[config.mk]
export PLATFORM = sky130hd
export DESIGN_NAME = pmem_loader
export DESIGN_NICKNAME = d
export VERILOG_FILES = /design/src/rtl/swt16_defs.sv /design/src/rtl/pmem_loader.sv
export SDC_FILE = /design/constraint.sdc
export NUM_CORES = 1
export LEC_CHECK = 0
export CAP_MARGIN = 20
export CORE_ASPECT_RATIO = 0.6
export CORE_UTILIZATION = 55
export CTS_BUF_LIST = sky130_fd_sc_hd__clkbuf_2
export DETAILED_ROUTE_END_ITERATION = 10
export PLACE_DENSITY_LB_ADDON = 0.25
export SYNTH_ARGS = -nofsm -noshare
export SYNTH_HDL_FRONTEND = slang
export SYNTH_SLANG_ARGS = --single-unit
[constraint.sdc]
create_clock -name clock -period 2.41 [get_ports clock]
set_input_delay 0.723 -clock clock [delete_from_list [all_inputs] [get_ports clock]]
set_output_delay 0.723 -clock clock [all_outputs]
set_load 0.1 [all_outputs]
[src/rtl/swt16_defs.sv]
// swt16_defs: shared swt16 definitions (loader state encoding, byte width)
package swt16_defs;
    localparam int BYTE_WIDTH = 8;
    typedef enum logic [3:0] {
        IDLE, LEN_LO, LEN_HI, DATA_LO, DATA_HI, WRITE, CHECK, DONE, ERROR
    } state_t;
endpackage

[src/rtl/pmem_loader.sv]
// pmem_loader: byte-stream program-memory loader holding the core until the image is in.
// Define PMEM_LOADER_CHECKSUM_EN to require a trailing XOR checksum byte.
module pmem_loader
    import swt16_defs::*;
#(
    parameter int PMEM_ADDR_WIDTH = 12,
    parameter int PMEM_WORD_WIDTH = 16,
    parameter int PMEM_NUM_WORDS  = 2048,
    parameter int PC_INCREMENT    = 2
) (
    input  logic                       clock,
    input  logic                       reset,
    input  logic                       in_start,
    input  logic [BYTE_WIDTH-1:0]      in_byte,
    input  logic                       in_byte_valid,
    output logic                       out_byte_ready,
    output logic [PMEM_ADDR_WIDTH-1:0] out_pmem_addr,
    output logic [PMEM_WORD_WIDTH-1:0] out_pmem_word,
    output logic                       out_pmem_write_en,
    output logic                       out_cpu_hold,
    output logic                       out_done,
    output logic                       out_error,
    output logic [PMEM_ADDR_WIDTH-1:0] out_words_loaded
);
`ifdef PMEM_LOADER_CHECKSUM_EN
    localparam state_t FIN = CHECK;
    logic [BYTE_WIDTH-1:0] csum;
`else
    localparam state_t FIN = DONE;
`endif
    state_t                state;
    logic [BYTE_WIDTH-1:0] lo;
    logic [15:0]           left;
    logic [15:0]           pair;
    logic                  acc;
    assign pair = {in_byte, lo};
    assign out_byte_ready = state inside {LEN_LO, LEN_HI, DATA_LO, DATA_HI, CHECK};
    assign acc = in_byte_valid && out_byte_ready;
    assign out_pmem_write_en = state == WRITE;
    assign out_cpu_hold = state != DONE;
    assign out_done = state == DONE;
    assign out_error = state == ERROR;
    // lo captures every accepted byte; it holds the low half whenever a high byte arrives
    always_ff @(posedge clock) begin
        if (!reset) begin
            state <= IDLE;
            lo <= '0;
            left <= '0;
            out_pmem_addr <= '0;
            out_pmem_word <= '0;
            out_words_loaded <= '0;
`ifdef PMEM_LOADER_CHECKSUM_EN
            csum <= '0;
`endif
        end else begin
            if (acc) lo <= in_byte;
`ifdef PMEM_LOADER_CHECKSUM_EN
            if (acc) csum <= csum ^ in_byte;
`endif
            case (state)
                IDLE, DONE, ERROR: if (in_start) begin
                    state <= LEN_LO;
                    out_pmem_addr <= '0;
                    out_words_loaded <= '0;
`ifdef PMEM_LOADER_CHECKSUM_EN
                    csum <= '0;
`endif
                end
                LEN_LO: if (acc) state <= LEN_HI;
                LEN_HI: if (acc) begin
                    left <= pair;
                    state <= (pair == 16'd0) ? FIN : (pair > 16'(PMEM_NUM_WORDS)) ? ERROR : DATA_LO;
                end
                DATA_LO: if (acc) state <= DATA_HI;
                DATA_HI: if (acc) begin
                    out_pmem_word <= pair;
                    state <= WRITE;
                end
                WRITE: begin
                    out_pmem_addr <= out_pmem_addr + PMEM_ADDR_WIDTH'(PC_INCREMENT);
                    out_words_loaded <= out_words_loaded + PMEM_ADDR_WIDTH'(1);
                    left <= left - 16'd1;
                    state <= (left == 16'd1) ? FIN : DATA_LO;
                end
`ifdef PMEM_LOADER_CHECKSUM_EN
                CHECK: if (acc) state <= (in_byte == csum) ? DONE : ERROR;
`endif
                default: state <= IDLE;
            endcase
        end
    end
endmodule

== Word level (Yosys, flattened, before mapping) ==
Index checks and enable logic that the tools add are counted.
Operators by class
  $add $sub $neg: 3
  $mul: 0
  divide/modulo/power cells: 0
  $lt $le $gt $ge: 1
  equality and inequality tests: 15
  shifts and indexed selects: 0
  mux-type cells: 14
  bitwise gates (word level): 0
  reduce and logical (&&, ||, !) cells: 11
Operators with widths (number)
  12-bit case mux with 2 select lines: 2
  16-bit case mux with 2 select lines: 1
  4-bit 2-to-1 mux: 7
  4-bit case mux with 6 select lines: 1
  16-bit by 1-bit equality test with 1-bit output, second input constant: 1
  4-bit by 3-bit equality test with 1-bit output, second input constant: 4
  16-bit by 12-bit greater-than comparator with 1-bit output, second input constant: 1
  16-bit logical NOT: 1
  16-bit 2-to-1 mux: 1
  16-bit by 1-bit subtractor with 16-bit output, second input constant: 1
  12-bit by 1-bit adder with 12-bit output, second input constant: 1
  12-bit by 2-bit adder with 12-bit output, second input constant: 1
  12-bit 2-to-1 mux: 1
  2-bit != test, second input constant: 5
  4-bit by 2-bit equality test with 1-bit output, second input constant: 2
  2-bit AND reduction: 3
  5-bit AND reduction: 1
  5-bit nonzero test: 1
  4-bit by 1-bit equality test with 1-bit output, second input constant: 1
  4-bit equality test, second input constant: 1
  4-bit logical NOT: 1
  4-bit by 3-bit != test with 1-bit output, second input constant: 1
  2-bit nonzero test: 2
  3-bit 2-to-1 mux: 1
  other kinds (2): 2
Word-level totals
  register bits after elaboration: 68
  latch bits: 0
  memory bits (writable): 0
  ROM bits: 0
  input port bits: 12
  output and inout bits: 45
  word-level logic and storage cells: 50
  memories: 0

== Logic depth before layout (Yosys ltp) ==
Gate-level depths: netlist of the first run.
  depth in word-level cells: 5
  gate-level depth with buffers: 9
  depth with buffers taken out: 6

== Worst setup path before layout of the first run ==
OpenSTA, ideal clock, no wires.
  path kind: register to output
  start point: register state[0]
  end point: output out_cpu_hold
  data arrival time: 2.010 ns
  slack: -0.323 ns
  cell stages (with the launch flop): 4
  cell sequence: dfxtp_1 buf_2 and4b_1 inv_1
On the way
  longest elaborated chain between the ends: 1
RTL lines
  from (decl): line pmem_loader.sv:31  | state_t state;
  from (signal assigned): line pmem_loader.sv:72  | state <= (pair == 16'd0) ? FIN : (pair > 16'(PMEM_NUM_WORDS)) ? ERROR : DATA_LO;
  from (signal assigned): line pmem_loader.sv:83  | state <= (left == 16'd1) ? FIN : DATA_LO;
  4-bit by 3-bit != test with 1-bit output: line pmem_loader.sv:40  | assign out_cpu_hold = state != DONE;
  to (decl): line pmem_loader.sv:20  | output logic out_cpu_hold,
Every way passes these cells.

== Worst setup path in the final report of the first run ==
  start point: register state[2]
  end point: output out_error
On the way
  longest elaborated chain between the ends: 1
RTL lines
  4-bit equality test: line pmem_loader.sv:42  | assign out_error = state == ERROR;
  to (decl): line pmem_loader.sv:22  | output logic out_error,
Every way passes these cells.

==> flow_summary.json, run 1 <==
{
  "p_total_mw": 2.70,
  "chipHeight_um": 61.8,
  "r2r-start": "state[1]$_SDFFE_PN0P_",
  "cts.sinks": 67,
  "synth_edf_count": 0,
  "reg2reg_depth": 6,
  "rsz0062_at_grt": "yes",
  "drt-initial-drc-count": 238,
  "die_w_um": 102,
  "maxCapViolCount": 0,
  "gp_congestion": 0.853,
  "peakVddDrop_mv": 0.475,
  "arrival_ps": 1640,
  "synth_warnings": 0,
  "async_flop_share_pct": 0,
  "synthTopCellsByArea": "dfxtp_1 41%, mux2i_1 7.3%, a21oi_1 5.0%",
  "whs_path_depth": 2,
  "layout_common_cells": "66 x buf_4, 63 x dfxtp_1, 38 x nor2_1, 32 x a21oi_1, 25 x nand2_1",
  "hpwl_mm": 6.25,
  "period_needed_ps": 2360,
  "hold_path.class": "reg2reg",
  "track_usage_pct": 29.5,
  "cellLeakagePower_nw": 1.73,
  "grt_pass1_wl_mm": 13.9,
  "mappedNetlistArea_sq_mm": 0.00328,
  "placeableCoreArea_sq_mm": 0.00565,
  "max_stage_delay_ps": 410,
  "crit_path_cell_trace": "buf_4 > nor3_2 > and2_4 > buf_12",
  "fin_crit_sh_pct": 98.0,
  "final_area_sq_mm": 0.00418,
  "antenna_found_initial": 0,
  "syn-num-nets": 405,
  "port_buffers": 55,
  "worstSetupStartpointType": "register",
  "synth-seq-area-share_pct": 40.9,
  "drc": 0,
  "finalHoldViolations": 0,
  "critPathCaptureType": "output pin",
  "die-area_sq_mm": 0.00629,
  "cpMaxStageDelayCell": "dfxtp_4",
  "grt_max_degree": 59,
  "ys_types": 56,
  "worstHoldStart": "left[12]$_SDFFE_PN0P_",
  "status": "completed",
  "clk_pin_slew_ps": 170,
  "netlist_instances": 389,
  "ys_seq_elements": 67,
  "drive_gt1_share_pct": 22.9,
  "avgViaCountPerCell": 6.22,
  "n_antenna_cell": 0,
  "critical_path_class": "reg2out",
  "cts_max_level": 3,
  "max_slew_margin_pct": 64.0,
  "postSynthAreaPerCell_sq_um": 8.43,
  "crit_fanout": 7,
  "syn_to_final_growth_pct": 27.3,
  "ios": 57,
  "dr_total_vias": 3379,
  "holdPathEnd": "left[12]$_SDFFE_PN0P_",
  "layout_commonest_cell": "buf_4",
  "rows": 21,
  "wl_per_cell_um": 16.7,
  "nets": 476,
  "setup_violations": 0,
  "initial_utilization_pct": 58.1,
  "grt_pass1_vias": 2816,
  "tightest_slew_ps": 537,
  "cts_buffers": 9,
  "max_freq_mhz": 423,
  "placedInstanceArea_sq_mm": 0.00397,
  "cts_tree": "yes",
  "r2r_setup_slack_ps": 300,
  "synth_top_area_cell": "dfxtp_1",
  "overflow": 0,
  "cellPowerDensity_mw_per_mm2": 646,
  "totalWireLength_mm": 9.05,
  "crit-reg2reg-capture": "out_pmem_addr[10]$_SDFFE_PN0P_",
  "yosys.area.top_type_share_pct": 40.9,
  "critPathRequiredTime_ps": 1690,
  "antenna_left": 0,
  "firstDrtPassIters": 5,
  "cts.path.max_buffers": 2,
  "synthFlopType": "dfxtp_1",
  "root_buffer": "clkbuf_2",
  "setup_tns_ps": 0,
  "clkLatencyLatePin_ps": 510,
  "final_max_slew_viol_count": 0,
  "skew_ps": 13.3
}
synth_stat cells, types with 2 or more instances:
cell       instances
a211oi_1           2
a21oi_1           33
a221oi_1           2
a2bb2oi_1          3
a311oi_1           2
a31oi_1           13
a32o_1             3
and2_1             3
and3_1             5
buf_2              4
clkbuf_1          19
dfxtp_1           67
ha_1               4
inv_1             12
mux2i_1           24
nand2_1           25
nand2b_1           5
nand3_1           20
nand3b_1           2
nand4_1            6
nand4bb_1          2
nor2_1            38
nor3_1             9
nor3b_1            2
nor4_1             5
nor4b_1            2
o211ai_1           9
o21a_1             2
o21ai_0           15
o221ai_1           2
o22ai_1            2
o2bb2a_1           3
o311ai_0           6
or3_1             10
or3_2              3
or4_1              5
critical path: cells and delay by family (launching register included):
family | cells | cell delay [ps]
DFF | 1 | 410
and+or+nand+nor | 2 | 390
buffers and inverters | 2 | 330
layout make-up:
cell class / count / area [sq um]
multi-input combinational: 285 / 1830
fill: 441 / 1470
sequential: 67 / 1350
timing repair buffer: 85 / 749
tap: 80 / 100
clock buffer: 11 / 55.1
inverter: 12 / 48.8
clock inverter: 3 / 41.3
where the power goes:
part           total, mW  switching, mW  internal [mW]  leakage, nW
Combinational      0.833          0.476          0.357         1.12
Sequential          1.25         0.0817           1.17        0.543
Clock              0.618          0.384          0.234       0.0615
Total               2.70          0.942           1.76         1.73
logic make-up after synthesis:
kind of cell	share of synthesized area (%)
AND/OR/NAND/NOR	23.7
AO/OA/AOI/OAI	21.9
other	0.114
buffers and inverters	4.50
multiplexers	7.33
adder cells (fa/ha/maj)	1.53
flip-flops	40.9
repair_timing:
action	4_1_cts	5_1_grt
cloned	0	0
buffers inserted	3	5
endpoints found under the setup margin	5	4
pin swaps	1	1
resized for setup	9	7
hold buffers	0	0
routing by layer:
metal	track usage, %	part of all wire (%)	vias to the layer above
li1	-	-	1599
met2	42.2	43	133
met1	41.8	48	1629
met3	7.72	6.8	18
met5	0	0	-
met4	13.3	1.8	0
worst max path at each step:
stage | startpoint | endpoint | cells past startpoint
floorplan | state[0]$_SDFFE_PN0P_ | state[0]$_SDFFE_PN0P_ | 6
global placement | in_byte_valid | out_pmem_word[3]$_SDFFE_PN0P_ | 6
detailed placement | in_start | out_pmem_addr[5]$_SDFFE_PN0P_ | 4
CTS | state[2]$_SDFFE_PN0P_ | out_error | 4
global route | state[2]$_SDFFE_PN0P_ | out_error | 4
finish | state[2]$_SDFFE_PN0P_ | out_error | 4
through the flow:
stage	worst slack [ps]	hold slack [ps]	util (%)	std cells
6_report	48.5	506	73.9	543
4_1_cts	1.12	506	72.6	538
2_1_floorplan	63.7	464	-	389
3_5_place_dp	66.0	485	70.2	522
5_1_grt	-46.9	517	73.9	543
3_3_place_gp	116	477	70.2	522
state kept, by name, summed over array words and instances (netlist names):
name	cells
left	16
lo	8
out_pmem_addr	11
out_pmem_word	16
out_words_loaded	12
state	4
Note: power is estimated with default switching activity, not from simulation.
==> run 2, diff against run 1 <==
--- a/config.mk
+++ b/config.mk
@@ -5,9 +5,10 @@
 export SDC_FILE = /design/constraint.sdc
 export NUM_CORES = 1
 export LEC_CHECK = 0
-export CAP_MARGIN = 20
+export ABC_AREA = 1
+export CAP_MARGIN = 30
 export CORE_ASPECT_RATIO = 0.6
-export CORE_UTILIZATION = 55
+export CORE_UTILIZATION = 56
 export CTS_BUF_LIST = sky130_fd_sc_hd__clkbuf_2
 export DETAILED_ROUTE_END_ITERATION = 10
 export PLACE_DENSITY_LB_ADDON = 0.25
==> run 2 against run 1 <==
Compared with the run above:
- cell count increased by 26%
- critical endpoint unchanged
- power increased by 22%
- setup slack improved by 61 ps
- via count increased by 12%
- die area increased by 6.1%
- first-iteration DRC count increased by 33%
- non-clock buffer count decreased by 19
- highest routed layer unchanged
==> flow_summary.json, run 2 <==
{
  "ys_types": 42,
  "antenna_found_initial": 0,
  "drt-initial-drc-count": 317,
  "chipHeight_um": 63.7,
  "rows": 22,
  "ys_seq_elements": 67,
  "cpMaxStageDelayCell": "dfxtp_4",
  "clkLatencyLatePin_ps": 510,
  "syn_to_final_growth_pct": 21.5,
  "grt_pass1_wl_mm": 15.8,
  "root_buffer": "clkbuf_2",
  "clk_pin_slew_ps": 180,
  "drive_gt1_share_pct": 16.6,
  "critPathRequiredTime_ps": 1690,
  "synth_mux_area_share_pct": 0,
  "cellPowerDensity_mw_per_mm2": 763,
  "cellLeakagePower_nw": 1.82,
  "num-fill-cells": 545,
  "post_cts_buffers": 0,
  "synth-seq-area-share_pct": 37.8,
  "cts_buffers": 9,
  "cts.sinks": 67,
  "synthSimpleGateAreaFrac_pct": 35.3,
  "reg2reg_depth": 6,
  "status": "completed",
  "cts_max_level": 3,
  "max_freq_mhz": 435,
  "die-area_sq_mm": 0.00667,
  "antenna_left": 0,
  "crit_fanout": 7,
  "synthAdderAreaFrac_pct": 1.41,
  "cts_tree": "yes",
  "holdPathEnd": "out_pmem_word[1]$_SDFFE_PN0P_",
  "yosys.area.top_type_share_pct": 37.8,
  "overflow": 0,
  "p_int_mw": 2.00,
  "worstHoldStart": "out_pmem_word[1]$_SDFFE_PN0P_",
  "grt_pass1_vias": 3344,
  "worstSetupStartpointType": "register",
  "skew_ps": 31.0,
  "layout_common_cells": "146 x nand2_1, 66 x a21oi_1, 64 x nor2_1, 63 x dfxtp_1, 50 x buf_4",
  "drc": 0,
  "hpwl_mm": 7.05,
  "cts_hold_buf": 0,
  "port_buffers": 55,
  "initial_utilization_pct": 58.0,
  "synth_warnings": 0,
  "final_area_sq_mm": 0.00431,
  "final_max_slew_viol_count": 0,
  "placedInstanceArea_sq_mm": 0.00412,
  "whs_path_depth": 2,
  "syn-num-nets": 554,
  "wl_per_cell_um": 13.9,
  "seq_power_share_pct": 40.3,
  "period_needed_ps": 2300,
  "crit-reg2reg-capture": "out_pmem_word[0]$_SDFFE_PN0P_",
  "totalWireLength_mm": 9.49,
  "ios": 57,
  "synthTopCellsByArea": "dfxtp_1 38%, nand2_1 16%, a21oi_1 9.3%",
  "r2r-start": "state[0]$_SDFFE_PN0P_",
  "synth_edf_count": 0,
  "finalHoldViolations": 0,
  "top_regs": "left x16, out_pmem_word x16, out_words_loaded x12",
  "p_clk_share_pct": 27.3,
  "fin_hold_ws_ps": 486,
  "setup_tns_ps": 0,
  "fin_util_pct": 70.5,
  "synth_common_cells": "147 x nand2_1, 67 x dfxtp_1, 66 x a21oi_1, 66 x nor2_1, 47 x nand3_1",
  "grt_max_degree": 25,
  "p_comb_share_pct": 32.3,
  "async_flop_share_pct": 0,
  "rsz0062_at_grt": "yes",
  "p_total_mw": 3.29,
  "max_stage_delay_ps": 420,
  "synthFlopType": "dfxtp_1",
  "layout_commonest_cell": "nand2_1",
  "crit_path_cell_trace": "nor2_2 > nand2_2 > nor2_2 > buf_12",
  "die_w_um": 105,
  "track_usage_pct": 30.0,
  "peakVddDrop_mv": 1.09,
  "avgViaCountPerCell": 5.54,
  "dr_total_vias": 3779,
  "critical_path_class": "reg2out",
  "power.switching_mw": 1.28,
  "postSynthAreaPerCell_sq_um": 6.59,
  "r2r_setup_slack_ps": 710,
  "synth_top_area_cell": "dfxtp_1",
  "gp_congestion": 0.895,
  "maxCapViolCount": 0,
  "nets": 609,
  "hold_path.class": "reg2reg",
  "synthMostInstantiatedCell": "nand2_1",
  "firstDrtPassIters": 6,
  "cts.path.max_buffers": 2,
  "fin_crit_sh_pct": 95.5,
  "mappedNetlistArea_sq_mm": 0.00355,
  "setup_violations": 0,
  "placeableCoreArea_sq_mm": 0.00611,
  "sw_frac_of_total_pct": 39.1,
  "crit_top_cell": "nor2_2",
  "synth_compound_area_share_pct": 15.4,
  "synth_top_family_by_area": "simple AND/OR/NAND/NOR gates",
  "synth_xor_area_share_pct": 0.741,
  "critPathCaptureType": "output pin",
  "arrival_ps": 1580,
  "n_antenna_cell": 0,
  "netlist_instances": 538
}
run 2: kinds of logic after synthesis:
kind of cell / after synthesis
compound gates: 103
xor+xnor: 3
fa+ha+maj: 4
buf+inv: 73
flops: 67
other cells: 1
simple gates: 287
run 2: area by class of cell:
cell class,instances,area (sq um),share of cell area (%)
multi-input combinational,398,1900,44.0
timing repair buffer,66,586,13.6
clock buffer,9,45.0,1.05
sequential,67,1350,31.4
clock inverter,7,124,2.87
inverter,51,199,4.62
tap,84,105,2.44
run 2: critical path: cells and delay by family, from the launching register on:
kind,cells,cell delay [ps]
flops,1,420
simple gates,3,480
buf+inv,1,190
run 2: routing by layer:
metal	track usage [%]	routed length (um)
met5	0	0
met1	42.2	4380
met3	8.28	975
met2	45.4	4040
met4	7.22	85
run 2: power by group through the flow:
stage                     clock network (mW)  registers [mW]  logic, mW
final                                  0.898            1.33       1.06
after global routing                   0.958            1.34       1.16
after CTS                              0.910            1.31       1.04
after detailed placement                   0            1.33       1.03
after global placement                     0            1.32       1.02
after floorplan                            0            1.30      0.797
run 2: worst max-delay path by stage:
stage | slack [ps] | start | end | cells past startpoint
after floorplan | 40 | state[2]$_SDFFE_PN0P_ | out_done | 4
after global placement | 270 | in_byte_valid | out_pmem_word[1]$_SDFFE_PN0P_ | 5
after detailed placement | 200 | in_byte_valid | out_pmem_word[5]$_SDFFE_PN0P_ | 5
after CTS | 20 | state[2]$_SDFFE_PN0P_ | out_done | 5
after global routing | -20 | state[1]$_SDFFE_PN0P_ | out_error | 4
final | 110 | state[0]$_SDFFE_PN0P_ | out_error | 4
run 2: what timing repair did:
item / 4_1_cts / 5_1_grt
pin swaps: 0 / 1
resized for setup: 2 / 8
endpoints found under the setup margin: 3 / 4
cloned: 0 / 0
run 2: metrics by stage:
step,setup slack [ps],cells
2_1_floorplan,41.3,538
4_1_cts,18.8,682
5_1_grt,-16.0,682
6_report,109,682
3_5_place_dp,200,666
3_3_place_gp,273,666
==> run 3, diff against run 2 <==
--- a/config.mk
+++ b/config.mk
@@ -10,6 +10,7 @@
 export CORE_ASPECT_RATIO = 0.6
 export CORE_UTILIZATION = 56
 export CTS_BUF_LIST = sky130_fd_sc_hd__clkbuf_2
+export CTS_CLUSTER_SIZE = 28
 export DETAILED_ROUTE_END_ITERATION = 10
 export PLACE_DENSITY_LB_ADDON = 0.25
 export SYNTH_ARGS = -nofsm -noshare
==> results of run 3 <==
The final DEF is identical to that of run 2; final timing and power are the same.
